--- config.mk ---
export PLATFORM = sky130hd
export DESIGN_NAME = fftbin_writer_flat
export DESIGN_NICKNAME = d
export VERILOG_FILES = /design/src/rtl/fftbin_writer_pkg.sv /design/src/rtl/fftbin_writer_if.sv /design/src/rtl/fftbin_writer_logmag.sv /design/src/rtl/fftbin_writer.sv /design/src/flat_wrapper.sv
export SDC_FILE = /design/constraint.sdc
export NUM_CORES = 1
export LEC_CHECK = 0
export ABC_AREA = 1
export BUFFER_PORTS_ARGS = -buffer_cell sky130_fd_sc_hd__buf_2
export CORE_ASPECT_RATIO = 0.7
export CORE_MARGIN = 2
export CORE_UTILIZATION = 45
export CTS_BUF_LIST = sky130_fd_sc_hd__clkbuf_16
export CTS_CLUSTER_DIAMETER = 120
export DETAILED_ROUTE_END_ITERATION = 10
export PLACE_DENSITY = 0.7
export SLEW_MARGIN = 10
export SYNTH_ARGS = -nofsm -noshare
export SYNTH_HDL_FRONTEND = slang
export SYNTH_SLANG_ARGS = --single-unit
--- constraint.sdc ---
create_clock -name clk -period 17 [get_ports clk]
set_clock_uncertainty 0.2 [all_clocks]
set_input_delay 1.7 -clock clk [delete_from_list [all_inputs] [get_ports clk]]
set_output_delay 1.7 -clock clk [all_outputs]
set_load 0.005 [all_outputs]
--- src/rtl/fftbin_writer_pkg.sv ---
// fftbin_writer_pkg: shared constants and types for the FFT bin writer.
//   PEQ_DISPLWIDTH    - column height width per channel (fixed at 8)
//   LOG_CODES_PER_OCT - log resolution: 16 codes per octave
//   LOG_MANT_BITS     - mantissa bits taken below the leading one
//   LOG_CLAMP         - largest representable height code
//   frame_state_t     - frame FSM encodings
package fftbin_writer_pkg;

    localparam int PEQ_DISPLWIDTH    = 8;
    localparam int LOG_CODES_PER_OCT = 16;
    localparam int LOG_MANT_BITS     = $clog2(LOG_CODES_PER_OCT);
    localparam int LOG_CLAMP         = 255;

    typedef enum logic [1:0] {
        ST_IDLE    = 2'd0,
        ST_CAPTURE = 2'd1,
        ST_SKIP    = 2'd2
    } frame_state_t;

endpackage

--- src/rtl/fftbin_writer_if.sv ---
// fftbin_writer_if: FFT unload stream in, display RAM write port out.
//   fft_valid/fft_idx/fft{0,1}_{re,im}/hold - one bin per valid cycle
//   wr_en/wr_addr/wr_data/frame_done        - display RAM write strobe
// master = stream source / RAM sink, slave = the writer block.
interface fftbin_writer_if #(
    parameter int LOGFFTSIZE = 12,
    parameter int LOGDSPSIZE = 10,
    parameter int AUDIOWIDTH = 16,
    parameter int DISPLWIDTH = 8
);
    logic                         fft_valid;
    logic [LOGFFTSIZE-1:0]        fft_idx;
    logic signed [AUDIOWIDTH-1:0] fft0_re;
    logic signed [AUDIOWIDTH-1:0] fft0_im;
    logic signed [AUDIOWIDTH-1:0] fft1_re;
    logic signed [AUDIOWIDTH-1:0] fft1_im;
    logic                         hold;
    logic                         wr_en;
    logic [LOGDSPSIZE-1:0]        wr_addr;
    logic [2*DISPLWIDTH-1:0]      wr_data;
    logic                         frame_done;

    modport master (
        output fft_valid, fft_idx, fft0_re, fft0_im, fft1_re, fft1_im, hold,
        input  wr_en, wr_addr, wr_data, frame_done
    );

    modport slave (
        input  fft_valid, fft_idx, fft0_re, fft0_im, fft1_re, fft1_im, hold,
        output wr_en, wr_addr, wr_data, frame_done
    );
endinterface

--- src/rtl/fftbin_writer_logmag.sv ---
// logmag8: one channel of |z| -> 8-bit log height, three register stages.
//   clk, rst - clock, async active-high reset
//   re, im   - signed bin value (registered upstream)
//   height   - log height, valid three clocks after re/im
// Stage 1: |re|, |im|. Stage 2: max + min/2. Stage 3: 16*p + 4 bits below p.
module logmag8
    import fftbin_writer_pkg::*;
#(
    parameter int AUDIOWIDTH = 16
) (
    input  logic                         clk,
    input  logic                         rst,
    input  logic signed [AUDIOWIDTH-1:0] re,
    input  logic signed [AUDIOWIDTH-1:0] im,
    output logic [PEQ_DISPLWIDTH-1:0]    height
);
    localparam int MW = AUDIOWIDTH + 1;       // magnitude width
    localparam int PW = $clog2(MW);           // leading-one position width
    localparam int CW = PW + LOG_MANT_BITS;   // unclamped code width
    localparam logic [AUDIOWIDTH-1:0] ONE = {{(AUDIOWIDTH-1){1'b0}}, 1'b1};

    logic [AUDIOWIDTH-1:0]     ure, uim, abs_re_c, abs_im_c;
    logic [AUDIOWIDTH-1:0]     abs_re_q, abs_im_q;
    logic [AUDIOWIDTH-1:0]     big_c, small_c;
    logic [MW-1:0]             mag_c, mag_q;
    logic [PW-1:0]             lead_c;
    logic [MW-1:0]             norm_c;
    logic [CW-1:0]             code_c;
    logic [PEQ_DISPLWIDTH-1:0] height_c;

    // Unsigned abs keeps -2^(W-1) exact as 2^(W-1).
    always_comb begin
        ure      = re;
        uim      = im;
        abs_re_c = ure[AUDIOWIDTH-1] ? (~ure + ONE) : ure;
        abs_im_c = uim[AUDIOWIDTH-1] ? (~uim + ONE) : uim;
    end

    always_comb begin
        big_c   = (abs_re_q >= abs_im_q) ? abs_re_q : abs_im_q;
        small_c = (abs_re_q >= abs_im_q) ? abs_im_q : abs_re_q;
        mag_c   = {1'b0, big_c} + {2'b00, small_c[AUDIOWIDTH-1:1]};
    end

    // Zero magnitude falls out as code 0: lead=0 and the left shift clears it.
    always_comb begin
        lead_c = '0;
        for (int i = 0; i < MW; i++)
            if (mag_q[i]) lead_c = PW'(i);
        if (lead_c >= PW'(LOG_MANT_BITS))
            norm_c = mag_q >> (lead_c - PW'(LOG_MANT_BITS));
        else
            norm_c = mag_q << (PW'(LOG_MANT_BITS) - lead_c);
        code_c   = {lead_c, norm_c[LOG_MANT_BITS-1:0]};
        height_c = (code_c > CW'(LOG_CLAMP)) ? PEQ_DISPLWIDTH'(LOG_CLAMP)
                                             : code_c[PEQ_DISPLWIDTH-1:0];
    end

    always_ff @(posedge clk or posedge rst) begin
        if (rst) begin
            abs_re_q <= '0;
            abs_im_q <= '0;
            mag_q    <= '0;
            height   <= '0;
        end else begin
            abs_re_q <= abs_re_c;
            abs_im_q <= abs_im_c;
            mag_q    <= mag_c;
            height   <= height_c;
        end
    end
endmodule

--- src/rtl/fftbin_writer.sv ---
// fftbin_writer: two-channel FFT bins -> log column heights -> display RAM.
//   clk, rst - clock, async active-high reset
//   bus      - slave side: FFT stream in, RAM write port out
// Pipeline: input/FSM tag -> abs -> mag -> log -> group max / write.
// A write {max0, max1} is issued on the last bin of each group of G bins.
module fftbin_writer
    import fftbin_writer_pkg::*;
#(
    parameter int LOGFFTSIZE = 12,
    parameter int LOGDSPSIZE = 10,
    parameter int AUDIOWIDTH = 16,
    parameter int DISPLWIDTH = 8
) (
    input logic             clk,
    input logic             rst,
    fftbin_writer_if.slave  bus
);
    localparam int NUM_CH    = 2;
    localparam int LOG_LAT   = 3;   // abs, mag, log stages after the input stage
    localparam int HALF_BINS = 2 ** (LOGFFTSIZE - 1);
    localparam int LOGG      = LOGFFTSIZE - 1 - LOGDSPSIZE;
    localparam logic [LOGFFTSIZE-1:0] GRP_MASK = LOGFFTSIZE'((2 ** LOGG) - 1);
    localparam logic [LOGFFTSIZE-1:0] LAST_BIN = LOGFFTSIZE'(HALF_BINS - 1);

    typedef struct packed {
        logic                  first;
        logic                  last;
        logic                  close;
        logic [LOGDSPSIZE-1:0] col;
    } bin_tag_t;

    frame_state_t state;
    logic         idx_zero, accept;
    bin_tag_t     tag_in;

    logic [LOG_LAT:0] vld_pipe;
    bin_tag_t         tag_pipe [LOG_LAT:0];

    logic [NUM_CH-1:0][AUDIOWIDTH-1:0]     ch_re_q, ch_im_q;
    logic [NUM_CH-1:0][PEQ_DISPLWIDTH-1:0] ch_h, acc, nmax;

    logic                    wr_en_q, frame_done_q;
    logic [LOGDSPSIZE-1:0]   wr_addr_q;
    logic [2*DISPLWIDTH-1:0] wr_data_q;

    // idx=0 restarts from any state; other bins count only inside CAPTURE
    // and only from the displayed lower half.
    always_comb begin
        idx_zero     = (bus.fft_idx == '0);
        accept       = bus.fft_valid &&
                       (idx_zero ? !bus.hold
                                 : (state == ST_CAPTURE && !bus.fft_idx[LOGFFTSIZE-1]));
        tag_in.first = ((bus.fft_idx & GRP_MASK) == '0);
        tag_in.last  = ((bus.fft_idx & GRP_MASK) == GRP_MASK);
        tag_in.close = (bus.fft_idx == LAST_BIN);
        tag_in.col   = bus.fft_idx[LOGG +: LOGDSPSIZE];
    end

    always_ff @(posedge clk or posedge rst) begin
        if (rst)
            state <= ST_IDLE;
        else if (bus.fft_valid && idx_zero)
            state <= bus.hold ? ST_SKIP : ST_CAPTURE;
        else if (accept && tag_in.close)
            state <= ST_IDLE;
    end

    // Decisions ride with the data, so in-flight bins finish even after
    // the FSM has moved on.
    always_ff @(posedge clk or posedge rst) begin
        if (rst) begin
            vld_pipe <= '0;
            for (int s = 0; s <= LOG_LAT; s++) tag_pipe[s] <= '0;
            ch_re_q  <= '0;
            ch_im_q  <= '0;
        end else begin
            vld_pipe    <= {vld_pipe[LOG_LAT-1:0], accept};
            tag_pipe[0] <= tag_in;
            for (int s = 1; s <= LOG_LAT; s++) tag_pipe[s] <= tag_pipe[s-1];
            ch_re_q     <= {bus.fft1_re, bus.fft0_re};
            ch_im_q     <= {bus.fft1_im, bus.fft0_im};
        end
    end

    for (genvar c = 0; c < NUM_CH; c++) begin : g_ch
        logmag8 #(.AUDIOWIDTH(AUDIOWIDTH)) u_logmag (
            .clk    (clk),
            .rst    (rst),
            .re     (ch_re_q[c]),
            .im     (ch_im_q[c]),
            .height (ch_h[c])
        );
    end

    // First bin of a group overwrites the running max, which also drops
    // any partial group left by a restart.
    always_comb begin
        for (int c = 0; c < NUM_CH; c++)
            nmax[c] = (tag_pipe[LOG_LAT].first || ch_h[c] > acc[c]) ? ch_h[c] : acc[c];
    end

    always_ff @(posedge clk or posedge rst) begin
        if (rst) begin
            acc          <= '0;
            wr_en_q      <= 1'b0;
            wr_addr_q    <= '0;
            wr_data_q    <= '0;
            frame_done_q <= 1'b0;
        end else begin
            wr_en_q      <= 1'b0;
            frame_done_q <= 1'b0;
            if (vld_pipe[LOG_LAT]) begin
                acc <= nmax;
                if (tag_pipe[LOG_LAT].last) begin
                    wr_en_q      <= 1'b1;
                    wr_addr_q    <= tag_pipe[LOG_LAT].col;
                    wr_data_q    <= {nmax[0], nmax[1]};
                    frame_done_q <= tag_pipe[LOG_LAT].close;
                end
            end
        end
    end

    assign bus.wr_en      = wr_en_q;
    assign bus.wr_addr    = wr_addr_q;
    assign bus.wr_data    = wr_data_q;
    assign bus.frame_done = frame_done_q;
endmodule

--- src/flat_wrapper.sv ---
// flat-port wrapper written by rule: the top's interface ports become plain ports
module fftbin_writer_flat import fftbin_writer_pkg::*;
#(
    parameter int LOGFFTSIZE = 12,
    parameter int LOGDSPSIZE = 10,
    parameter int AUDIOWIDTH = 16,
    parameter int DISPLWIDTH = 8
)
  (clk, rst, bus_fft_valid, bus_fft_idx, bus_fft0_re, bus_fft0_im, bus_fft1_re, bus_fft1_im, bus_hold, bus_wr_en, bus_wr_addr, bus_wr_data, bus_frame_done);
  fftbin_writer_if #(.LOGFFTSIZE(LOGFFTSIZE), .LOGDSPSIZE(LOGDSPSIZE), .AUDIOWIDTH(AUDIOWIDTH), .DISPLWIDTH(DISPLWIDTH)) bus_i ();
  input logic clk;
  input logic rst;
  input wire logic [$bits(bus_i.fft_valid)-1:0] bus_fft_valid;
  input wire logic [$bits(bus_i.fft_idx)-1:0] bus_fft_idx;
  input wire logic [$bits(bus_i.fft0_re)-1:0] bus_fft0_re;
  input wire logic [$bits(bus_i.fft0_im)-1:0] bus_fft0_im;
  input wire logic [$bits(bus_i.fft1_re)-1:0] bus_fft1_re;
  input wire logic [$bits(bus_i.fft1_im)-1:0] bus_fft1_im;
  input wire logic [$bits(bus_i.hold)-1:0] bus_hold;
  output wire logic [$bits(bus_i.wr_en)-1:0] bus_wr_en;
  output wire logic [$bits(bus_i.wr_addr)-1:0] bus_wr_addr;
  output wire logic [$bits(bus_i.wr_data)-1:0] bus_wr_data;
  output wire logic [$bits(bus_i.frame_done)-1:0] bus_frame_done;
  assign bus_i.fft_valid = bus_fft_valid;
  assign bus_i.fft_idx = bus_fft_idx;
  assign bus_i.fft0_re = bus_fft0_re;
  assign bus_i.fft0_im = bus_fft0_im;
  assign bus_i.fft1_re = bus_fft1_re;
  assign bus_i.fft1_im = bus_fft1_im;
  assign bus_i.hold = bus_hold;
  assign bus_wr_en = bus_i.wr_en;
  assign bus_wr_addr = bus_i.wr_addr;
  assign bus_wr_data = bus_i.wr_data;
  assign bus_frame_done = bus_i.frame_done;
  fftbin_writer #(.LOGFFTSIZE(LOGFFTSIZE), .LOGDSPSIZE(LOGDSPSIZE), .AUDIOWIDTH(AUDIOWIDTH), .DISPLWIDTH(DISPLWIDTH)) u_core (.clk(clk), .rst(rst), .bus(bus_i));
endmodule
==> flow_summary.json <==
{
  "status": "finished, final reports clean",
  "max_stage_delay_ns": 0.71,
  "grt_antenna_before_repair": 0,
  "cts_setup_buffers": 0,
  "rows": 53,
  "wirelength_um": 25070,
  "required_ns": 17.25,
  "cpMaxStageDelayCell": "nand3_2",
  "finalHoldViolCount": 0,
  "max_slew_margin": 0.3376,
  "critPathBufInv": 1,
  "clkSinkCount": 280,
  "cts_tree": "built",
  "cts_root_buf": "clkbuf_16",
  "setup_ws_ns": 11.15,
  "yosysSeqAreaShare": 0.5057,
  "synth_top_area_share": 0.5057,
  "netlist_instances": 1552,
  "mostFrequentLayoutCells": "nand2_1, dfrtp_1, inv_1",
  "synth_top_cell_by_area": "dfrtp_1",
  "die_h_um": 150.8,
  "yosys_warnings": 0,
  "dr.pass1.iters": 5,
  "powerDensity_nw_per_um2": 148.2,
  "clk_latency_ns": 0.55,
  "avgSynthCellArea_um2": 8.928,
  "synth.area.top_cells": "dfrtp_1, ha_1, nand2_1",
  "finalWeightedCongestion": 0.8524,
  "max_slew.worst_pin.slew_ns": 0.9936,
  "cts.repair.resized": 0,
  "cp_data_arrival_time_ns": 6.10,
  "grt_pass1_wl_um": 43300,
  "synth_nets": 1728,
  "syn_to_final_growth_pct": 12.38,
  "ant_nets": 0,
  "cp_max_fo": 62,
  "pre_cts_slack_ns": 11.25,
  "gr-total-overflow": 0,
  "htreeDepth": 1,
  "drv_cap": 0,
  "peakVddDrop_uv": 87.83,
  "drive_gt1_frac": 0.1056,
  "grt.total_usage": 0.1613,
  "fin_crit_sh": 0.3442,
  "start_kind": "register",
  "cts-buffers-inserted": 27,
  "netlist_area_um2": 13860,
  "wl_per_cell_um": 12.01,
  "timing.hold.ws_ns": 0.1440,
  "ios": 108,
  "min_path_type": "reg -> reg",
  "clk_pin_slew_ns": 0.06,
  "hpwl_um": 18730,
  "ys_ff_latch": 280,
  "fin_nets": 1832,
  "port_buffers": 107,
  "fmax_mhz": 170.9,
  "vias": 10140,
  "coreArea_um2": 30170,
  "dieArea_um2": 32230,
  "setup_tns_ns": 0,
  "insertedDiodeCount": 0,
  "cts.path.max_buffers": 3,
  "leakage_nw": 7.801,
  "hold_buffers": 0,
  "setup_viol": 0,
  "fin_crit_ns": 5.852,
  "end_kind": "register",
  "crit_family": "compound AO/OA/AOI/OAI gates",
  "route.detailed.drc": 0,
  "final_common_cell": "nand2_1",
  "yosysUniqueCellTypes": 41,
  "crit_path_frequent_cell": "a21oi_1",
  "initial_core_util": 0.4592,
  "grt_max_degree": 138,
  "die_width_um": 213.7,
  "drv_slew": 0,
  "vias_per_cell": 4.856,
  "drt-initial-drc-count": 533,
  "grt_pass1_vias": 9401,
  "rsz0062_at_grt": "false",
  "crit_type": "reg -> reg"
}
[worst reg2reg max path: stages, from the launching register on]
cell	delay, ns
dfrtp_1	0.40
ha_1	0.30
a21boi_0	0.12
o21ai_0	0.15
a21boi_0	0.09
o21ai_0	0.17
nand2_1	0.07
a21oi_1	0.15
o21bai_1	0.08
a21oi_1	0.14
nor2_1	0.05
o21bai_1	0.15
nand3_2	0.71
o21ai_0	0.58
inv_1	0.11
fa_1	0.46
nand3b_1	0.16
and2_1	0.20
o221ai_1	0.27
a21oi_1	0.12
o21bai_1	0.24
a21oi_1	0.10
o21bai_1	0.21
a21oi_1	0.10
o21bai_1	0.21
a21oi_1	0.10
nor2_1	0.12
[per-stage QoR]
stage | cells | total power, mW | util | instance area [um^2]
6_report | 2088 | 2.308 | 0.5161 | 15570
5_1_grt | 2088 | 2.522 | 0.5161 | 15570
4_1_cts | 2088 | 2.328 | 0.5161 | 15570
3_5_place_dp | 2039 | 1.780 | 0.4896 | 14770
3_3_place_gp | 2039 | 1.757 | 0.4896 | 14770
2_1_floorplan | 1552 | 1.600 | - | 13860
[worst paths after layout]
| path | startpoint | endpoint | slack, ns | cells past startpoint |
|---|---|---|---|---|
| hold reg to reg | u_core.tag_pipe[11] | u_core.tag_pipe[24] | 0.14 | 0 |
| min in group asynchronous | rst | u_core.state[1] | 1.14 | 2 |
| setup / recovery | u_core.g_ch[0].u_logmag.abs_re_q[1] | u_core.g_ch[0].u_logmag.mag_q[16] | 11.15 | 26 |
| setup reg to reg | u_core.g_ch[0].u_logmag.abs_re_q[1] | u_core.g_ch[0].u_logmag.mag_q[16] | 11.15 | 26 |
| max in group asynchronous | rst | u_core.bus.wr_data[11] | 13.93 | 3 |
| hold / removal | u_core.tag_pipe[11] | u_core.tag_pipe[24] | 0.14 | 0 |
[report_power, final]
group / total (mW) / leakage [nW] / switching [mW] / internal, mW
clock network: 0.536 / 0.422 / 0.245 / 0.291
registers: 0.817 / 3.39 / 0.0559 / 0.761
logic: 0.955 / 3.99 / 0.611 / 0.344
[Yosys cell counts (all sizes together)]
cell type / count
nor3: 20
nor2: 121
and2: 2
a21oi: 103
o21bai: 7
o211ai: 9
clkinv: 4
o31ai: 1
a21o: 2
o21a: 2
a2111oi: 1
nand3b: 4
a21boi: 3
clkbuf: 26
a31oi: 5
ha: 94
a211oi: 2
inv: 188
fa: 2
xor2: 65
o221ai: 3
nand3: 115
nor4: 12
buf: 10
nand2: 316
dfrtp: 280
nor3b: 12
o21ai: 107
nand4: 15
xnor2: 21
[layer usage]
layer / wire [um] / GRT usage
met1: 12850 / 0.2450
met5: 0 / 0
met4: 348 / 0.03194
met2: 10660 / 0.2443
met3: 1212 / 0.02633
[cells by family (layout without fill, tap and decap cells)]
family	Yosys count	in the layout	share of synthesized area
AOI/OAI and AO/OA	245	245	0.09527
xor gates and xnor gates	86	86	0.05436
adders and majority gates	96	96	0.08777
buffers and inverters	228	352	0.06493
DFF	280	280	0.5057
and+or+nand+nor	617	617	0.1920
[sequential cells by signal, summed over array words and instances, names as in the netlist, 10 cells and up]
name and flops:
u_core.ch_re_q 32, u_core.g_ch.u_logmag.abs_im_q 32, u_core.bus.wr_addr 10, u_core.g_ch.u_logmag.mag_q 34, u_core.acc 16, u_core.bus.wr_data 16, u_core.tag_pipe 52, u_core.g_ch.u_logmag.abs_re_q 32
u_core.ch_im_q 32, u_core.g_ch.u_logmag.height 16
[cell type report]
cell class                      count  area, um^2
Clock buffer                       27       675.6
Clock inverter                     22       122.6
Sequential cell                   280        7007
Inverter                          192       730.7
Multi-Input combinational cell   1044        5954
Timing Repair Buffer              111       565.5
Fill cell                        2815       14600
Tap cell                          412       515.5
(Power assumes the default switching activity.)
